## src/rtl/adma_pkg.sv

```systemverilog
// Shared encodings for the ADMA2 descriptor engine: FSM states, word0 attribute
// bit positions, Act codes and error-state codes.
package adma_pkg;

  typedef enum logic [1:0] {
    ST_STOP = 2'b00,
    ST_FDS  = 2'b01,
    ST_CADR = 2'b10,
    ST_TFR  = 2'b11
  } adma_state_t;

  typedef enum logic [1:0] {
    ACT_NOP  = 2'b00,
    ACT_RSVD = 2'b01,
    ACT_TRAN = 2'b10,
    ACT_LINK = 2'b11
  } adma_act_t;

  localparam int ATTR_VALID = 0;
  localparam int ATTR_END   = 1;
  localparam int ATTR_INT   = 2;
  localparam int ACT_LSB    = 4;
  localparam int LEN_LSB    = 16;

  localparam logic [1:0] ERR_ST_STOP = 2'b00;
  localparam logic [1:0] ERR_ST_FDS  = 2'b01;
  localparam logic [1:0] ERR_ST_TFR  = 2'b11;

endpackage

```

## src/rtl/adma_desc_decode.sv

```systemverilog
// Combinational split of one ADMA2 descriptor line (word0 attributes/length,
// word1 address) into its fields.
module adma_desc_decode
  import adma_pkg::*;
#(
  parameter int ADDR_W = 64,
  parameter int DATA_W = 32
) (
  input  logic [DATA_W-1:0] word0,
  input  logic [DATA_W-1:0] word1,
  output logic              desc_valid,
  output logic              desc_end,
  output logic              desc_int,
  output adma_act_t         desc_act,
  output logic [15:0]       desc_length,
  output logic [ADDR_W-1:0] desc_address
);

  assign desc_valid   = word0[ATTR_VALID];
  assign desc_end     = word0[ATTR_END];
  assign desc_int     = word0[ATTR_INT];
  assign desc_act     = adma_act_t'(word0[ACT_LSB +: 2]);
  assign desc_length  = word0[LEN_LSB +: 16];
  assign desc_address = ADDR_W'(word1);

  // Reserved attribute bits carry no meaning for this engine.
  logic unused_rsvd;
  assign unused_rsvd = ^{word0[3], word0[15:6]};

endmodule

```

## src/rtl/adma_descriptor_fsm.sv

```systemverilog
// ADMA2 descriptor fetch/decode FSM driving the transfer block.
// Optional feature macro: ADMA_INT_EN (honour the descriptor Int attribute).
module adma_descriptor_fsm
  import adma_pkg::*;
#(
  parameter int ADDR_W = 64,
  parameter int DATA_W = 32
) (
  input  logic              CLK,
  input  logic              RESET_L,
  input  logic              adma_start,
  input  logic [ADDR_W-1:0] desc_base,
  input  logic              xfer_dir,
  input  logic              stop_req,
  output logic              ram_read,
  output logic [ADDR_W-1:0] ram_address,
  input  logic [DATA_W-1:0] data_from_ram,
  output logic              ram_bus_own,
  output logic              start_transfer,
  output logic              direction,
  output logic [ADDR_W-1:0] address,
  output logic [15:0]       length,
  input  logic              TFC,
  output logic              adma_busy,
  output logic              adma_done,
  output logic              adma_error,
  output logic [1:0]        adma_err_state,
  output logic              adma_int
);

  adma_state_t       state_reg, state_next;
  logic [1:0]        fds_phase_reg, fds_phase_next;
  logic [ADDR_W-1:0] ptr_reg, ptr_next;
  logic [DATA_W-1:0] word0_reg, word0_next, word1_reg, word1_next;
  logic              stop_latch_reg, stop_latch_next;
  logic              start_reg, start_next;
  logic              direction_reg, direction_next;
  logic [ADDR_W-1:0] address_reg, address_next;
  logic [15:0]       length_reg, length_next;
  logic              done_reg, done_next, error_reg, error_next, int_reg, int_next;
  logic [1:0]        err_state_reg, err_state_next;

  logic              desc_valid, desc_end, desc_int;
  adma_act_t         desc_act;
  logic [15:0]       desc_length;
  logic [ADDR_W-1:0] desc_address;
  logic              complete;
  logic [ADDR_W-1:0] complete_ptr;

  adma_desc_decode #(.ADDR_W(ADDR_W), .DATA_W(DATA_W)) u_decode (
    .word0        (word0_reg),
    .word1        (word1_reg),
    .desc_valid   (desc_valid),
    .desc_end     (desc_end),
    .desc_int     (desc_int),
    .desc_act     (desc_act),
    .desc_length  (desc_length),
    .desc_address (desc_address)
  );

`ifndef ADMA_INT_EN
  logic unused_int;
  assign unused_int = desc_int;
`endif

  always_ff @(posedge CLK or negedge RESET_L) begin
    if (!RESET_L) begin
      state_reg      <= ST_STOP;
      fds_phase_reg  <= 2'd0;
      ptr_reg        <= '0;
      word0_reg      <= '0;
      word1_reg      <= '0;
      stop_latch_reg <= 1'b0;
      start_reg      <= 1'b0;
      direction_reg  <= 1'b0;
      address_reg    <= '0;
      length_reg     <= '0;
      done_reg       <= 1'b0;
      error_reg      <= 1'b0;
      int_reg        <= 1'b0;
      err_state_reg  <= ERR_ST_STOP;
    end else begin
      state_reg      <= state_next;
      fds_phase_reg  <= fds_phase_next;
      ptr_reg        <= ptr_next;
      word0_reg      <= word0_next;
      word1_reg      <= word1_next;
      stop_latch_reg <= stop_latch_next;
      start_reg      <= start_next;
      direction_reg  <= direction_next;
      address_reg    <= address_next;
      length_reg     <= length_next;
      done_reg       <= done_next;
      error_reg      <= error_next;
      int_reg        <= int_next;
      err_state_reg  <= err_state_next;
    end
  end

  always_comb begin
    state_next      = state_reg;
    fds_phase_next  = fds_phase_reg;
    ptr_next        = ptr_reg;
    word0_next      = word0_reg;
    word1_next      = word1_reg;
    stop_latch_next = stop_latch_reg | stop_req;
    start_next      = 1'b0;
    direction_next  = direction_reg;
    address_next    = address_reg;
    length_next     = length_reg;
    done_next       = 1'b0;
    error_next      = 1'b0;
    int_next        = 1'b0;
    err_state_next  = err_state_reg;
    complete        = 1'b0;
    complete_ptr    = ptr_reg + ADDR_W'(2);

    case (state_reg)
      ST_STOP: begin
        if (adma_start) begin
          ptr_next        = desc_base;
          stop_latch_next = 1'b0;
          err_state_next  = ERR_ST_STOP;
          fds_phase_next  = 2'd0;
          state_next      = ST_FDS;
        end
      end
      ST_FDS: begin
        // Read data lags the strobe by one cycle, so each word lands one phase later.
        case (fds_phase_reg)
          2'd0: fds_phase_next = 2'd1;
          2'd1: begin
            word0_next     = data_from_ram;
            fds_phase_next = 2'd2;
          end
          default: begin
            word1_next     = data_from_ram;
            fds_phase_next = 2'd0;
            state_next     = ST_CADR;
          end
        endcase
      end
      ST_CADR: begin
        if (!desc_valid) begin
          error_next     = 1'b1;
          err_state_next = ERR_ST_FDS;
          state_next     = ST_STOP;
        end else if (desc_act == ACT_TRAN && desc_length != 16'd0) begin
          address_next   = desc_address;
          length_next    = desc_length;
          direction_next = xfer_dir;
          start_next     = 1'b1;
          state_next     = ST_TFR;
        end else begin
          complete = 1'b1;
          if (desc_act == ACT_LINK) complete_ptr = desc_address;
        end
      end
      ST_TFR: begin
        if (TFC) complete = 1'b1;
      end
      default: state_next = ST_STOP;
    endcase

    if (complete) begin
      ptr_next = complete_ptr;
`ifdef ADMA_INT_EN
      int_next = desc_int;
`endif
      if (desc_end) begin
        done_next  = 1'b1;
        state_next = ST_STOP;
      end else if (stop_latch_reg || stop_req) begin
        state_next = ST_STOP;
      end else begin
        fds_phase_next = 2'd0;
        state_next     = ST_FDS;
      end
    end
  end

  assign ram_bus_own    = (state_reg == ST_FDS);
  assign ram_read       = ram_bus_own && (fds_phase_reg != 2'd2);
  assign ram_address    = !ram_bus_own ? '0 :
                          (fds_phase_reg == 2'd0) ? ptr_reg : ptr_reg + ADDR_W'(1);
  assign start_transfer = start_reg;
  assign direction      = direction_reg;
  assign address        = address_reg;
  assign length         = length_reg;
  assign adma_busy      = (state_reg != ST_STOP);
  assign adma_done      = done_reg;
  assign adma_error     = error_reg;
  assign adma_err_state = err_state_reg;
  assign adma_int       = int_reg;

endmodule

```

## config.mk

```make
export PLATFORM = sky130hd
export DESIGN_NAME = adma_descriptor_fsm
export DESIGN_NICKNAME = d
export VERILOG_FILES = /design/src/rtl/adma_pkg.sv /design/src/rtl/adma_desc_decode.sv /design/src/rtl/adma_descriptor_fsm.sv
export SDC_FILE = /design/constraint.sdc
export NUM_CORES = 1
export LEC_CHECK = 0
export ABC_AREA = 1
export BUFFER_PORTS_ARGS = -buffer_cell sky130_fd_sc_hd__buf_2
export CAP_MARGIN = 5
export CORE_MARGIN = 1.5
export CORE_UTILIZATION = 57
export CTS_BUF_LIST = sky130_fd_sc_hd__clkbuf_4
export CTS_CLUSTER_SIZE = 24
export DETAILED_ROUTE_END_ITERATION = 6
export HOLD_SLACK_MARGIN = 0.1
export PLACE_DENSITY = 0.83
export SLEW_MARGIN = 10
export SYNTH_ARGS = -nofsm -noshare
export SYNTH_HDL_FRONTEND = slang
export SYNTH_SLANG_ARGS = --single-unit
export TNS_END_PERCENT = 30
```

## constraint.sdc

```tcl
create_clock -name CLK -period 2.3 [get_ports CLK]
set_input_delay 0.23 -clock CLK [delete_from_list [all_inputs] [get_ports CLK]]
set_output_delay 0.23 -clock CLK [all_outputs]
set_load 0.05 [all_outputs]
```

; Yosys cells after proc, flatten, opt, wreduce, memory -nomap -nowiden
; Index checks and enable logic that the tools add are counted.
[totals]
reg_bits = 187
inputBits = 102
out_inout_bits = 154
word_cells = 86
[op_classes]
add_sub_neg = 2
n_eq_ne = 12
n_mux = 39
bitwise = 2
reduce_logical = 18
[ops]
columns = cell, count
row1 = $mux 64, 9
row2 = $add 64x1->64 const B, 1
row3 = $add 64x2->64 const B, 1
row4 = $mux 2, 11
row5 = $reduce_bool 16->1, 1
row6 = $mux 1, 14
row7 = $pmux 2 s2, 3
row8 = $eq 2x2->1 const B, 4
row9 = $reduce_bool 2->1, 4
row10 = $ne 2x2->1 const B, 3
row11 = $pmux 2 s3, 1
row12 = $reduce_and 2->1, 3
row13 = $reduce_and 3->1, 2
row14 = $eq 2x1->1 const B, 2
row15 = $logic_not 2->1, 2
row16 = $ne 4x4->1 const B, 1
row17 = $reduce_and 4->1, 1
row18 = $reduce_bool 4->1, 1
row19 = $ne 3x2->1 const B, 1
row20 = $ne 3x3->1 const B, 1
row21 = $logic_and 1x1->1, 2
row22 = $pmux 1 s2, 1
row23 = $reduce_or 2->1, 1
row24 = $logic_or 1x1->1, 1
row25 = 2 further kinds, 2

; Longest topological paths before layout
[depth]
depth_word = 7
ltp_mapped = 12
mapped_depth_nobuf = 12

; By module
; A second synthesis with hierarchy kept.
[hier_totals]
hier_cells = 1867
area_unflattened_um2 = 13855.8
[by_module_without_submodules]
columns = module, n_inst, cells_per_inst, area_per_inst_um2, seq_area_each_um2
row1 = adma_descriptor_fsm, 1, 1781, 13213.9, 5455.2
row2 = adma_desc_decode, 1, 86, 641.9, 0.0

; Worst setup path before layout
; No wires, ideal clock.
[synth_timing]
path_type = register to output
startpoint = register state_reg[1]
endpoint = output ram_address[3]
t_arrival_ns = 2.753
t_required_ns = 2.070
setup_slack_ns = -0.683
path_stages_with_launch = 5
n_path_buf = 0
path_cell_list = dfrtp_1 inv_1 ha_1 inv_2 nor4_1
[synth_via]
elab_chain_len = 2
[synth_rtl]
columns = item, line
row1 = "start, declared", adma_descriptor_fsm.sv:31  ; adma_state_t state_reg, state_next;
row2 = "start signal, assigned", adma_descriptor_fsm.sv:83  ; state_reg <= state_next;
row3 = $eq 2x1->1, adma_descriptor_fsm.sv:182  ; assign ram_bus_own = (state_reg == ST_FDS);
row4 = via ram_bus_own, adma_descriptor_fsm.sv:18  ; output logic ram_bus_own,
row5 = $mux 64, adma_descriptor_fsm.sv:184  ; assign ram_address = !ram_bus_own ? '0 :
row6 = "end, declared", adma_descriptor_fsm.sv:16  ; output logic [ADDR_W-1:0] ram_address,
; The timed path passes the listed nets, and every way through them passes these cells.

; Worst setup path after layout
[layout_timing]
startpoint = register ptr_reg[1]
endpoint = output ram_address[19]
[layout_via]
elab_chain_len = 3
[layout_rtl]
columns = item, line
row1 = "start, declared", adma_descriptor_fsm.sv:33  ; logic [ADDR_W-1:0] ptr_reg, ptr_next;
row2 = "start signal, assigned", adma_descriptor_fsm.sv:85  ; ptr_reg <= ptr_next;
row3 = $add 64x1->64, adma_descriptor_fsm.sv:185  ; (fds_phase_reg == 2'd0) ? ptr_reg : ptr_reg + ADDR_W'(1);
row4 = $mux 64, adma_descriptor_fsm.sv:185
row5 = $mux 64, adma_descriptor_fsm.sv:184
; No other way between the ends.

==> results.md <==
* Number of synthesized flops with an enable pin at 0
* CORE AREA at 20,100 um^2
* RR Endpoint: ptr_reg[25]$_DFFE_PN0P_
* # rows at 52
* Netlist cell types at 42
* Commonest cells after routing, fill and taps aside: nand2_1 (357), nor2_1 (211), buf_4 (163)
* CP startpoint: ptr_reg[1]$_DFFE_PN0P_
* Synthesis Warnings at 0
* Met1 Usage GRT at 54.5%
* Slew at the pin closest to its max-slew limit at 648 ps
* Final Cycle Share at 124%
* Most common library cell in the layout ignoring fill and taps: nand2_1
* FF-to-FF path depth at 18
* Worst r2r src: ptr_reg[1]$_DFFE_PN0P_
* Starting density of the core at 57.9%
* Critical path class: reg -> out
* Arr. time, crit path at 2620 ps
* Port bufs at 221
* I/O pin count at 256
* Initial antenna violation count at 2
* CTS sink cnt at 174
* Design area at 16,600 um^2
* DRT iter0 DRCs at 1,562
* Fill cell count at 1,239
* Post-DP HPWL at 32,400 um
* Peak Freq at 351 MHz
* Area growth, synth to finish at 42.9%
* Dpl cell area at 13,700 um^2
* Clock slew at reported path FFs at 200 ps
* Final setup margin at -548 ps
* Mapped cell area at 11,600 um^2
* CTS tree: done
* Worst-Skew Late Latency at 660 ps
* Final min period at 2850 ps
* TritonCTS Buffers at 17
* RSZ-0062 raised after global routing: true
* HP Class: in -> async
* Status: complete, but fails checks
* Total grt overflow at 0
* Die H at 146 um
* Max Cap Viol at 0
* Rel. slew slack at 56.8%
* Worst VDD drop at 937 uV
* CTS H-tree lvls at 4
* Failing checks: setup timing
* Nets at 2,178
* Yosys reg bits at 174
* Minimum setup slack among reg-to-reg paths at -90 ps
* Final setup fails at 64
* Met3 Use GR at 9.31%
* Crit-path max FO at 4
* Layout cells sized above 1 at 37.8%
* Crit path required time at 2070 ps
* Total Power at 0.0232 W
* Global placement routability congestion at 1.03
* Largest net degree at the start of global routing at 52
* Max Buffers Root-to-Sink at 2
* Root buffer cell: clkbuf_4
* Met2 usage at 74.3%
* Synth async-reset ratio at 100%
* Drt drc at 0
* Final wirelength at 49,700 um
* First-pass GRT wire length at 73,300 um
* Hold Violations, Final at 0
* Vias at 13,900
* Global-route usage over all layers at 44.9%
* Seq/Total Area, Yosys at 37.4%
* Avg Vias per Cell at 5.89
* Gr busiest metal: met2
* Vias in the first global route at 13,500
* Crit start category: register
* Router iterations before antenna repair at 6
* Average wire per standard cell at 21.1 um
* P_leak at 7.99 nW
* Final max-slew violation count at 0
* Antenna Nets Post-Route at 0
* Die area at 21,300 um^2
* Avg Cell Area, Syn at 7.20 um^2
* Top_reg_cell synth: dfrtp_1
* PwrDens at 1390 nW/um^2
* Syn Inst Count at 1,617
* Worst clock skew at 60.3 ps
* Die Wd at 146 um
* Setup crit end kind: output pin
* Max FFs per register at 64
==> per-layer routing <==
| metal | vias up | part of all wire, % | routed length (um) |
|---|---|---|---|
| met5 | - | 0 | 0 |
| met4 | 0 | 6.2 | 3080 |
| met3 | 265 | 10 | 5110 |
| met2 | 1064 | 47 | 23500 |
| met1 | 6483 | 36 | 18000 |
| li1 | 6061 | - | - |
==> cells in the mapped netlist, types with 8 or more instances <==
cell type / n / area [um^2]
nand2_2: 19 / 119
nand2_1: 403 / 1510
buf_4: 40 / 300
nor2_1: 268 / 1010
nand3_1: 79 / 395
mux2_2: 63 / 709
clkbuf_1: 25 / 93.8
o211ai_1: 8 / 60.1
xor2_1: 24 / 210
nand4_1: 21 / 131
nor2_2: 27 / 169
dfrtp_1: 174 / 4350
buf_2: 18 / 90.1
o21ai_0: 152 / 761
nor2_4: 21 / 236
nand3b_1: 11 / 82.6
nor3_1: 12 / 60.1
inv_1: 121 / 454
a21oi_1: 74 / 370
==> area by class of cell <==
| class | count | area [um^2] | share of cell area, % |
|---|---|---|---|
| multi-input combinational | 1264 | 7260 | 43.6 |
| sequential | 174 | 4400 | 26.5 |
| clock buffer | 17 | 128 | 0.767 |
| clock inverter | 14 | 154 | 0.926 |
| antenna | 2 | 5.00 | 0.0301 |
| tap | 270 | 338 | 2.03 |
| inverter | 124 | 480 | 2.89 |
| timing repair buffer | 489 | 3860 | 23.2 |
==> through the flow <==
step / TNS [ps] / hold WS (ps) / setup WS (ps) / cells / util [%]
after global placement: 0 / 226 / 82.0 / 2153 / 68.0
after global routing: -26830 / 126 / -591 / 2353 / 82.7
final: -23830 / 85.1 / -548 / 2354 / 82.7
after CTS: -19150 / 110 / -445 / 2326 / 78.7
after floorplan: -1770 / -65.6 / -190 / 1650 / -
after detailed placement: 0 / 232 / 19.8 / 2153 / 68.0
==> power breakdown <==
part,internal (W),switching (W),leakage (nW)
clock,0.000487,0.00141,0.142
sequential,0.00454,0.00176,2.08
combinational,0.00496,0.0100,5.76
total,0.00999,0.0132,7.99
==> repair_timing <==
item	4_1_cts	5_1_grt
hold buffers	100	0
pin swaps	32	64
endpoints found under the setup margin	66	90
cloned	0	0
resized for setup	185	212
hold endpoints to repair	264	0
setup buffers	42	27
==> logic make-up after synthesis <==
| group | count (synthesis) | share of synthesized area, % |
|---|---|---|
| AO/OA/AOI/OAI | 252 | 11.4 |
| other | 1 | 0.0322 |
| XOR/XNOR | 28 | 2.11 |
| multiplexers | 63 | 6.10 |
| buffers and inverters | 212 | 8.42 |
| adder cells (fa/ha/maj) | 6 | 0.645 |
| AND/OR/NAND/NOR | 881 | 33.9 |
| flip-flops | 174 | 37.4 |
==> worst max path at each step <==
stage | end | cells after the start
floorplan | ram_address[36] | 6
global placement | ram_address[33] | 10
detailed placement | ram_address[33] | 10
CTS | ram_address[42] | 13
global route | ram_address[39] | 11
finish | ram_address[19] | 10
==> worst max-delay path, cell delays in order, from the launching register on <==
cell and delay (ps):
dfrtp_1 460, ha_4 200, nand3_4 100, buf_4 170
nor2_1 190, nand2_1 130, nor2_1 150, nand2_1 90
a21oi_1 140, o21a_1 180, buf_6 170
Note: power is estimated with default switching activity, not from simulation.
